<file path="src/rtl/im2col_addr_gen.sv">
// im2col address generator: walks one output patch against one kernel over
// K = C*KH*KW flat elements, emitting PACK kernel/map addresses per beat.
module im2col_addr_gen #(
  parameter int PACK    = 4,
  parameter int CHUNK_K = 8,
  parameter int MAX_KH  = 7,
  parameter int MAX_KW  = 7,
  parameter int MAX_C   = 64,
  parameter int MAX_H   = 64,
  parameter int MAX_W   = 64,
  parameter int A_AW    = 16,
  parameter int B_AW    = 18
) (
  input  logic                          clk,
  input  logic                          rst,
  input  logic                          start,
  input  logic [$clog2(MAX_C):0]        cfg_c,
  input  logic [$clog2(MAX_KH):0]       cfg_kh,
  input  logic [$clog2(MAX_KW):0]       cfg_kw,
  input  logic [$clog2(MAX_H):0]        cfg_h,
  input  logic [$clog2(MAX_W):0]        cfg_w,
  input  logic [2:0]                    cfg_stride,
  input  logic [2:0]                    cfg_pad,
  input  logic [$clog2(MAX_H):0]        patch_i,
  input  logic [$clog2(MAX_W):0]        patch_j,
  input  logic [15:0]                   kern_n,
  output logic                          out_valid,
  input  logic                          out_ready,
  output logic [A_AW*PACK-1:0]          a_addr,
  output logic [B_AW*PACK-1:0]          b_addr,
  output logic [PACK-1:0]               lane_zero,
  output logic [15:0]                   k_grp,
  output logic [$clog2(CHUNK_K):0]      beat_idx,
  output logic                          grp_last,
  output logic                          busy,
  output logic                          done,
  output logic                          cfg_err,
  output logic [1:0]                    dbg_state
);
  localparam int CW  = $clog2(MAX_C) + 1;
  localparam int KHW = $clog2(MAX_KH) + 1;
  localparam int KWW = $clog2(MAX_KW) + 1;
  localparam int HW  = $clog2(MAX_H) + 1;
  localparam int WW  = $clog2(MAX_W) + 1;
  localparam int BIW = $clog2(CHUNK_K) + 1;
  localparam int SW  = B_AW + 2;
  localparam logic signed [SW-1:0] ONE = 1;

  typedef enum logic [1:0] {S_IDLE, S_LOAD, S_RUN, S_DONE} state_t;

  // r, q and b track row0+u, col0+v and c*plane+r*W+q so no per-beat multiply is needed
  typedef struct packed {
    logic [15:0]           f;
    logic [CW-1:0]         c;
    logic [KHW-1:0]        u;
    logic [KWW-1:0]        v;
    logic signed [SW-1:0]  r;
    logic signed [SW-1:0]  q;
    logic signed [SW-1:0]  b;
  } lane_t;

  state_t state_q, state_d;
  logic [CW-1:0]  c_q;
  logic [KHW-1:0] kh_q;
  logic [KWW-1:0] kw_q;
  logic [HW-1:0]  h_q, pi_q;
  logic [WW-1:0]  w_q, pj_q;
  logic [2:0]     s_q, p_q;
  logic [15:0]    n_q, k_q, grp_q;
  logic [A_AW-1:0] base_a_q;
  logic signed [SW-1:0] row0_q, col0_q, step_row_q, step_ch_q;
  lane_t          base_q;
  logic [BIW-1:0] beat_q;
  logic           err_q;

  logic [15:0]    k_c;
  logic [31:0]    a_prod_c;
  logic signed [SW-1:0] row0_c, col0_c, plane_c, b0_c, step_row_c, step_ch_c;
  logic           cfg_bad, run, accept, last_beat;
  lane_t          ln [PACK+1];

  function automatic logic signed [SW-1:0] sx(input logic [15:0] x);
    return $signed({{(SW-16){1'b0}}, x});
  endfunction

  // Setup arithmetic; only registered while in LOAD
  always_comb begin
    k_c        = 16'(c_q) * 16'(kh_q) * 16'(kw_q);
    a_prod_c   = 32'(n_q) * 32'(k_c);
    row0_c     = sx(16'(pi_q)) * sx(16'(s_q)) - sx(16'(p_q));
    col0_c     = sx(16'(pj_q)) * sx(16'(s_q)) - sx(16'(p_q));
    plane_c    = sx(16'(h_q)) * sx(16'(w_q));
    b0_c       = row0_c * sx(16'(w_q)) + col0_c;
    step_row_c = sx(16'(w_q)) - sx(16'(kw_q)) + ONE;
    step_ch_c  = plane_c - (sx(16'(kh_q)) - ONE) * sx(16'(w_q)) - sx(16'(kw_q)) + ONE;
    cfg_bad    = (kh_q == '0) || (int'(kh_q) > MAX_KH) ||
                 (kw_q == '0) || (int'(kw_q) > MAX_KW) ||
                 (c_q == '0)  || (int'(c_q) > MAX_C)   || (s_q == 3'd0);
  end

  // Lane e is lane e-1 stepped by one flat index; ln[PACK] is next beat's lane 0
  always_comb begin
    ln[0] = base_q;
    for (int e = 1; e <= PACK; e++) begin
      ln[e]   = ln[e-1];
      ln[e].f = ln[e-1].f + 16'd1;
      if (ln[e-1].v == kw_q - KWW'(1)) begin
        ln[e].v = '0;
        ln[e].q = col0_q;
        if (ln[e-1].u == kh_q - KHW'(1)) begin
          ln[e].u = '0;
          ln[e].r = row0_q;
          ln[e].c = ln[e-1].c + CW'(1);
          ln[e].b = ln[e-1].b + step_ch_q;
        end else begin
          ln[e].u = ln[e-1].u + KHW'(1);
          ln[e].r = ln[e-1].r + ONE;
          ln[e].b = ln[e-1].b + step_row_q;
        end
      end else begin
        ln[e].v = ln[e-1].v + KWW'(1);
        ln[e].q = ln[e-1].q + ONE;
        ln[e].b = ln[e-1].b + ONE;
      end
    end
  end

  assign run       = (state_q == S_RUN);
  assign accept    = run && out_ready;
  assign last_beat = (beat_q == BIW'(CHUNK_K - 1)) &&
                     (({1'b0, base_q.f} + 17'(PACK)) >= {1'b0, k_q});

  always_comb begin
    for (int e = 0; e < PACK; e++) begin
      logic in_k, oob;
      in_k = ln[e].f < k_q;
      oob  = ln[e].r[SW-1] || ($signed(ln[e].r) >= sx(16'(h_q))) ||
             ln[e].q[SW-1] || ($signed(ln[e].q) >= sx(16'(w_q)));
      lane_zero[e]             = run && (!in_k || oob);
      a_addr[e*A_AW +: A_AW]   = (run && in_k) ? base_a_q + A_AW'(ln[e].f) : '0;
      b_addr[e*B_AW +: B_AW]   = (run && in_k && !oob) ? ln[e].b[B_AW-1:0] : '0;
    end
  end

  always_comb begin
    state_d = state_q;
    case (state_q)
      S_IDLE: if (start) state_d = S_LOAD;
      S_LOAD: state_d = cfg_bad ? S_DONE : S_RUN;
      S_RUN:  if (accept && last_beat) state_d = S_DONE;
      S_DONE: state_d = S_IDLE;
      default: state_d = S_IDLE;
    endcase
  end

  assign out_valid = run;
  assign busy      = (state_q != S_IDLE);
  assign done      = (state_q == S_DONE);
  assign cfg_err   = err_q;
  assign grp_last  = run && last_beat;
  assign k_grp     = run ? grp_q : '0;
  assign beat_idx  = run ? beat_q : '0;
  assign dbg_state = state_q;

  always_ff @(posedge clk or negedge rst) begin
    if (!rst) begin
      state_q <= S_IDLE;
      c_q <= '0; kh_q <= '0; kw_q <= '0; h_q <= '0; w_q <= '0;
      s_q <= '0; p_q <= '0; pi_q <= '0; pj_q <= '0; n_q <= '0;
      k_q <= '0; base_a_q <= '0; row0_q <= '0; col0_q <= '0;
      step_row_q <= '0; step_ch_q <= '0;
      base_q <= '0; beat_q <= '0; grp_q <= '0; err_q <= 1'b0;
    end else begin
      state_q <= state_d;
      if (state_q == S_IDLE && start) begin
        c_q <= cfg_c; kh_q <= cfg_kh; kw_q <= cfg_kw; h_q <= cfg_h; w_q <= cfg_w;
        s_q <= cfg_stride; p_q <= cfg_pad; pi_q <= patch_i; pj_q <= patch_j;
        n_q <= kern_n; err_q <= 1'b0;
      end
      if (state_q == S_LOAD) begin
        k_q        <= k_c;
        base_a_q   <= a_prod_c[A_AW-1:0];
        row0_q     <= row0_c;
        col0_q     <= col0_c;
        step_row_q <= step_row_c;
        step_ch_q  <= step_ch_c;
        base_q     <= '{f: '0, c: '0, u: '0, v: '0, r: row0_c, q: col0_c, b: b0_c};
        beat_q     <= '0;
        grp_q      <= '0;
        err_q      <= cfg_bad;
      end
      if (accept) begin
        base_q <= ln[PACK];
        if (beat_q == BIW'(CHUNK_K - 1)) begin
          beat_q <= '0;
          grp_q  <= grp_q + 16'd1;
        end else begin
          beat_q <= beat_q + BIW'(1);
        end
      end
    end
  end
endmodule
</file>
<file path="config.mk">
export PLATFORM = sky130hd
export DESIGN_NAME = im2col_addr_gen
export DESIGN_NICKNAME = d
export VERILOG_FILES = /design/src/rtl/im2col_addr_gen.sv
export SDC_FILE = /design/constraint.sdc
export NUM_CORES = 2
export LEC_CHECK = 0
export CAP_MARGIN = 20
export CORE_ASPECT_RATIO = 1.4
export CORE_MARGIN = 2
export CORE_UTILIZATION = 45
export CTS_CLUSTER_SIZE = 16
export DETAILED_ROUTE_END_ITERATION = 12
export PLACE_DENSITY = 0.74
export SETUP_SLACK_MARGIN = 0.5
export SYNTH_ARGS = -nofsm -noshare
export SYNTH_HDL_FRONTEND = slang
export SYNTH_SLANG_ARGS = --single-unit
</file>
<file path="constraint.sdc">
create_clock -name clk -period 12.4 [get_ports clk]
set_input_delay 1.24 -clock clk [delete_from_list [all_inputs] [get_ports clk]]
set_output_delay 1.24 -clock clk [all_outputs]
set_load 0.1 [all_outputs]
</file>
======== Word level (Yosys, flattened, before mapping) ========
Cells that the tools add are included.
word-level totals
  output and inout bits ................... 167
  bits in latches ......................... 0
  word-level logic and storage cells ...... 231
  bits in writable memories ............... 0
  input port bits ......................... 69
  memory bits (read-only) ................. 0
  memories ................................ 0
  register bits ........................... 272
cells by class
  equality and inequality tests ........... 14
  add/sub/neg operators ................... 54
  div/mod/pow operators ................... 0
  bitwise operators ....................... 0
  reductions and logical operators ........ 56
  shifts and indexed selects .............. 0
  multipliers ............................. 8
  multiplexer cells ....................... 56
  order comparisons ....................... 16
operator list
  operator                 number
  $add A20 B2 Y20 const B  12
  $mux W20                 12
  $mux W91                 2
  $add A20 B20 Y20         8
  $ge A20 B8 Y1            8
  $mux W40                 4
  $mux W16                 8
  $add A16 B1 Y16 const B  5
  $mux W18                 4
  $add A16 B16 Y16         4
  $lt A16 B15 Y1           4
  $mux W4                  12
  $mux W11                 4
  $add A4 B1 Y4 const B    9
  $eq A4 B4 Y1             8
  $add A7 B1 Y7 const B    4
  $mux W7                  4
  $logic_or A1 B1 Y1       22
  $sub A10 B3 Y11          2
  $add A19 B11 Y20         1
  $mul A7 B3 Y10           2
  $mul A11 B8 Y19          1
  $add A17 B2 Y18 const B  1
  $add A16 B3 Y17 const B  1
  30 further kinds         62

======== Longest topological paths before layout ========
  word-level depth ........................ 17
  mapped depth ............................ 49
  depth with buffers taken out ............ 47

======== Least setup slack after synthesis ========
Ideal clock, no wire load.
  path type ............................... register -> register
  start ................................... register kh_q[2]
  end ..................................... register base_a_q[15]
  path buffers ............................ 2
  data required time ...................... 12.275 ns
  setup time .............................. 0.125 ns
  arrival ................................. 10.902 ns
  setup slack ............................. 1.374 ns
  stages on the path, launching flop included .. 49
  clock period less this slack ............ 11.026 ns
  path through ............................ dfrtp_1 > buf_2 > clkbuf_1 > nand2_1 > fa_1 > inv_1 > fa_1 > ha_1 > a21o_1 > a21oi_1 > xnor2_1 > and2_1 > fa_1 > inv_1 > fa_1 > inv_1 > ha_1 > a21boi_0 > [... 13 more ...] > fa_1 > inv_1 > fa_1 > inv_1 > fa_1 > xor2_1 > xnor2_1 > xnor2_1 > xnor2_1 > xnor2_1 > xnor2_1 > xnor2_1 > xnor2_1 > xnor2_1 > xnor2_1 > xnor2_1 > xnor2_1 > mux2_2
on the way
  word-level cells in the longest chain between the ends .. 3
ends and longest elaborated chain
  element                   line  RTL
  start: declaration        64    logic [KHW-1:0] kh_q;
  start signal: assignment  176   c_q <= cfg_c; kh_q <= cfg_kh; kw_q <= cfg_kw; h_q <= cfg_h; w_q <= cfg_w;
  $mul A7 B4 Y11            88    k_c = 16'(c_q) * 16'(kh_q) * 16'(kw_q);
  $mul A11 B4 Y15           88
  $mul A16 B15 Y16          89    a_prod_c = 32'(n_q) * 32'(k_c);
  end signal: assignment    182   base_a_q <= a_prod_c[A_AW-1:0];
  end: declaration          70    logic [A_AW-1:0] base_a_q;
No other way between the ends.
A chain may end at the register's enable or synchronous reset.

======== Worst setup path in the final report ========
  start ................................... register c_q[0]
  end ..................................... register base_a_q[15]
on the way
  word-level cells in the longest chain between the ends .. 3
ends and longest elaborated chain
  element                   line  RTL
  start: declaration        63    logic [CW-1:0] c_q;
  start signal: assignment  176
  $mul A7 B4 Y11            88
  $mul A11 B4 Y15           88
  $mul A16 B15 Y16          89
No other way between the ends.

==> impl_metrics.csv <==
group,metric,value,unit
detailed_routing,wire_per_inst,20.8,um
logic_synthesis,yosysSeqAreaShare,15.0,%
logic_synthesis,synth_area,41600,um2
cells_and_area,final_nets,6135,
cells_and_area,drive_above_1_share,6.80,%
critical_path,critPathTopFamily,"adder cells",
critical_path,r2r_cells,45,
timing,fin_crit_sh,90.2,%
critical_path,end_kind,"register",
logic_synthesis,synth_warnings,0,
cts,insertion_delay,590,ps
global_routing,grt.total_usage,28.5,%
timing,setup_violations,0,
detailed_routing,dr_wl_met3,7.75,mm
die,start_util,45.2,%
detailed_routing,ant_nets,0,
logic_synthesis,syn-instance-count,5202,
die,die_x,261,um
logic_synthesis,synth-edff-count,0,
placement,dp_hpwl,106,mm
detailed_routing,dr_total_vias,38700,
timing,finalHoldViolCount,0,
worst_hold_path,min-delay-start,"grp_q[15]$_DFF_PN0_",
critical_path,path_buf_inv,5,
job,maxCapViolCount,0,
cells_and_area,design_area,46300,um2
run_status,outcome,"finished, final reports clean",
cts,cts-hold-fix-buffers,0,
logic_synthesis,async_flop_share,100,%
cells_and_area,area_delta_synth_final,11.4,%
global_routing,grt_max_degree,152,
critical_path,crit_slowest_cell,"fa_1",
logic_synthesis,avgSynthCellArea,8.00,um2
detailed_routing,drc,0,
global_routing,antenna_found_initial,3,
logic_synthesis,synth-seq-cells,249,
cells_and_area,final_util,50.3,%
timing,period_minus_slack,11190,ps
critical_path,r2r-end,"base_a_q[15]$_DFFE_PN0P_",
detailed_routing,dr_wl_met2,65.6,mm
cells_and_area,fillers,8739,
timing,finClkSkew,22.8,ps
placement,place_area,45000,um2
detailed_routing,routed_wl,135,mm
critical_path,crit_arrival,11660,ps
worst_hold_path,holdCritPathClass,"register to register",
logic_synthesis,syn-num-nets,6041,
placement,globalplace.congestion,1.01,
timing,drv_slew,0,
die,die_area,94900,um2
logic_synthesis,ys.flop_type,"dfrtp_1",
critical_path,cp_common_cell,"xnor2_1",
critical_path,worstSetupPathType,"register to register",
detailed_routing,routed.top_layer,"met5",
critical_path,critPathMaxFanout,7,
timing,max_freq,0.0894,GHz
cts,numClockSinks,249,
timing,rsz0062_at_grt,"yes",
critical_path,crit_start,"c_q[0]$_DFFE_PN0P_",
detailed_routing,avgViaCountPerCell,5.92,
critical_path,crit_path_max_incr_delay,590,ps
die,io_pins,236,
worst_hold_path,holdPathStages,1,
critical_path,critPathLaunchType,"register",
timing,final.setup.tns,0,ps
cts,root_buffer,"clkbuf_16",
global_routing,grt_pass1_wl,214,mm
detailed_routing,dr.pass1.iters,6,
critical_path,r2r_setup_slack,1210,ps
detailed_routing,drtIter0Drc,2877,
worst_hold_path,hold_path_end,"grp_q[15]$_DFF_PN0_",
detailed_routing,drt-met1-wl,49.6,mm
cts,cts_tree,"built",
die,die_h,364,um
timing,slew_headroom,26.1,%
global_routing,grt-ovfl-total,0,
critical_path,required,12870,ps
die,design.core.area,92200,um2
placement,port_buffers,235,
critical_path,r2r_start,"c_q[0]$_DFFE_PN0P_",
cts,cts_made_buffers,35,
cts,clockBufferDepth,3,
timing,tightest_slew,1100,ps
die,rows,132,
logic_synthesis,synth.distinct_cells,106,
cts,htree_levels,2,
global_routing,grt_pass1_vias,39100,
cts,cts.clk_slew.worst_paths,60,ps
## routing by layer
metal,track usage [%],vias to the layer above
li1,-,17900
met4,22.0,4
met1,31.4,18600
met5,0,-
met3,3.87,556
met2,49.5,1576
## cell families after synthesis
kind of cell / count (synthesis) / synth area share [%]
compound gates: 1096 / 16.9
xor+xnor: 350 / 7.68
fa+ha+maj: 771 / 27.9
buf+inv: 841 / 7.80
flops: 249 / 15.0
mux: 164 / 4.29
simple gates: 1731 / 20.4
## sequential cells by signal (all words and copies together) (netlist names)
signal and count:
pi_q 7, w_q 7, dbg_state 2, cfg_err 1, kh_q 4, col0_q 11
base_a_q 16, p_q 3, c_q 7, base_q 81, pj_q 7, h_q 7
k_q 15, s_q 3, n_q 16, step_row_q 9, grp_q 16, kw_q 4
step_ch_q 18, row0_q 11, beat_q 4
## cell usage after synthesis (9+ instances only)
| library cell | n | area share (%) |
|---|---|---|
| a211o_1 | 9 | 0.19 |
| a211oi_1 | 23 | 0.41 |
| a21boi_0 | 36 | 0.65 |
| a21o_1 | 70 | 1.3 |
| a21oi_1 | 311 | 3.7 |
| a22o_1 | 10 | 0.21 |
| a31oi_1 | 49 | 0.74 |
| and2_1 | 224 | 3.4 |
| and3_1 | 78 | 1.2 |
| buf_1 | 15 | 0.14 |
| buf_2 | 37 | 0.45 |
| clkbuf_1 | 188 | 1.7 |
| dfrtp_1 | 249 | 15 |
| fa_1 | 262 | 13 |
| ha_1 | 508 | 15 |
| inv_1 | 589 | 5.3 |
| mux2_2 | 114 | 3.1 |
| mux2i_1 | 50 | 1.2 |
| nand2_1 | 517 | 4.7 |
| nand2b_1 | 43 | 0.65 |
| nand3_1 | 131 | 1.6 |
| nand4_1 | 47 | 0.71 |
| nor2_1 | 398 | 3.6 |
| nor2b_1 | 45 | 0.68 |
| nor3_1 | 99 | 1.2 |
| nor4_1 | 40 | 0.60 |
| o2111ai_1 | 11 | 0.23 |
| o211a_1 | 10 | 0.24 |
| o211ai_1 | 21 | 0.38 |
| o21a_1 | 68 | 1.2 |
| o21ai_0 | 246 | 3.0 |
| o21ai_1 | 12 | 0.14 |
| o21bai_1 | 62 | 1.1 |
| o22ai_1 | 15 | 0.23 |
| o31ai_1 | 20 | 0.36 |
| or2_2 | 18 | 0.27 |
| or3_1 | 18 | 0.27 |
| or4_1 | 14 | 0.25 |
| xnor2_1 | 253 | 5.3 |
| xor2_1 | 88 | 1.9 |
## cells in the final DEF, fill, tap and decap left out, types with 114 or more instances in the layout
cell               n
a21oi_1          309
and2_1           223
clkdlybuf4s50_1  214
dfrtp_1          244
fa_1             262
ha_1             506
inv_1            587
mux2_2           114
nand2_1          512
nand3_1          130
nor2_1           397
o21ai_0          243
xnor2_1          252
## through the flow
| stage | setup WS (ps) | std cells | hold WS (ps) |
|---|---|---|---|
| detailed placement | 718 | 6452 | 464 |
| global route | 513 | 6527 | 500 |
| finish | 1210 | 6528 | 478 |
| global placement | 907 | 6452 | 461 |
| CTS | 689 | 6514 | 477 |
| floorplan | 1370 | 5202 | 443 |
## repair_timing
item                                    CTS  global route
buffers inserted                          0            10
endpoints found under the setup margin    0            12
resized for setup                         0            22
## how the worst max path moves through the flow
stage                               endpoint  slack (ps)  cells after the start
finish              base_a_q[15]$_DFFE_PN0P_        1210                     45
global route        base_a_q[15]$_DFFE_PN0P_         510                     46
CTS                 base_a_q[15]$_DFFE_PN0P_         690                     46
detailed placement  base_a_q[15]$_DFFE_PN0P_         720                     46
global placement    base_a_q[15]$_DFFE_PN0P_         910                     46
floorplan           base_a_q[15]$_DFFE_PN0P_        1370                     48
## worst reg2reg max path, delay by kind of cell, from the launching register on
kind            cells  cell delay [ps]
fa+ha+maj          12             5920
simple gates        4              490
mux                 1              260
flops               1              410
compound gates      9             1420
buf+inv             5              280
xor+xnor           14             2310
## area by class of cell
cell class                      instances  area (um2)  share of cell area (%)
Antenna cell                            1        2.50                 0.00540
Clock buffer                           41         960                    2.07
Clock inverter                         21         234                   0.505
Inverter                              592        2230                    4.81
Multi-Input combinational cell       4112       32300                    69.6
Sequential cell                       249        6240                    13.5
Tap cell                             1206        1510                    3.26
Timing Repair Buffer                  306        2900                    6.26
Power is left out: the tool's default activity adds up to more than one toggle a clock period on the data nets, which glitch-free logic cannot reach.
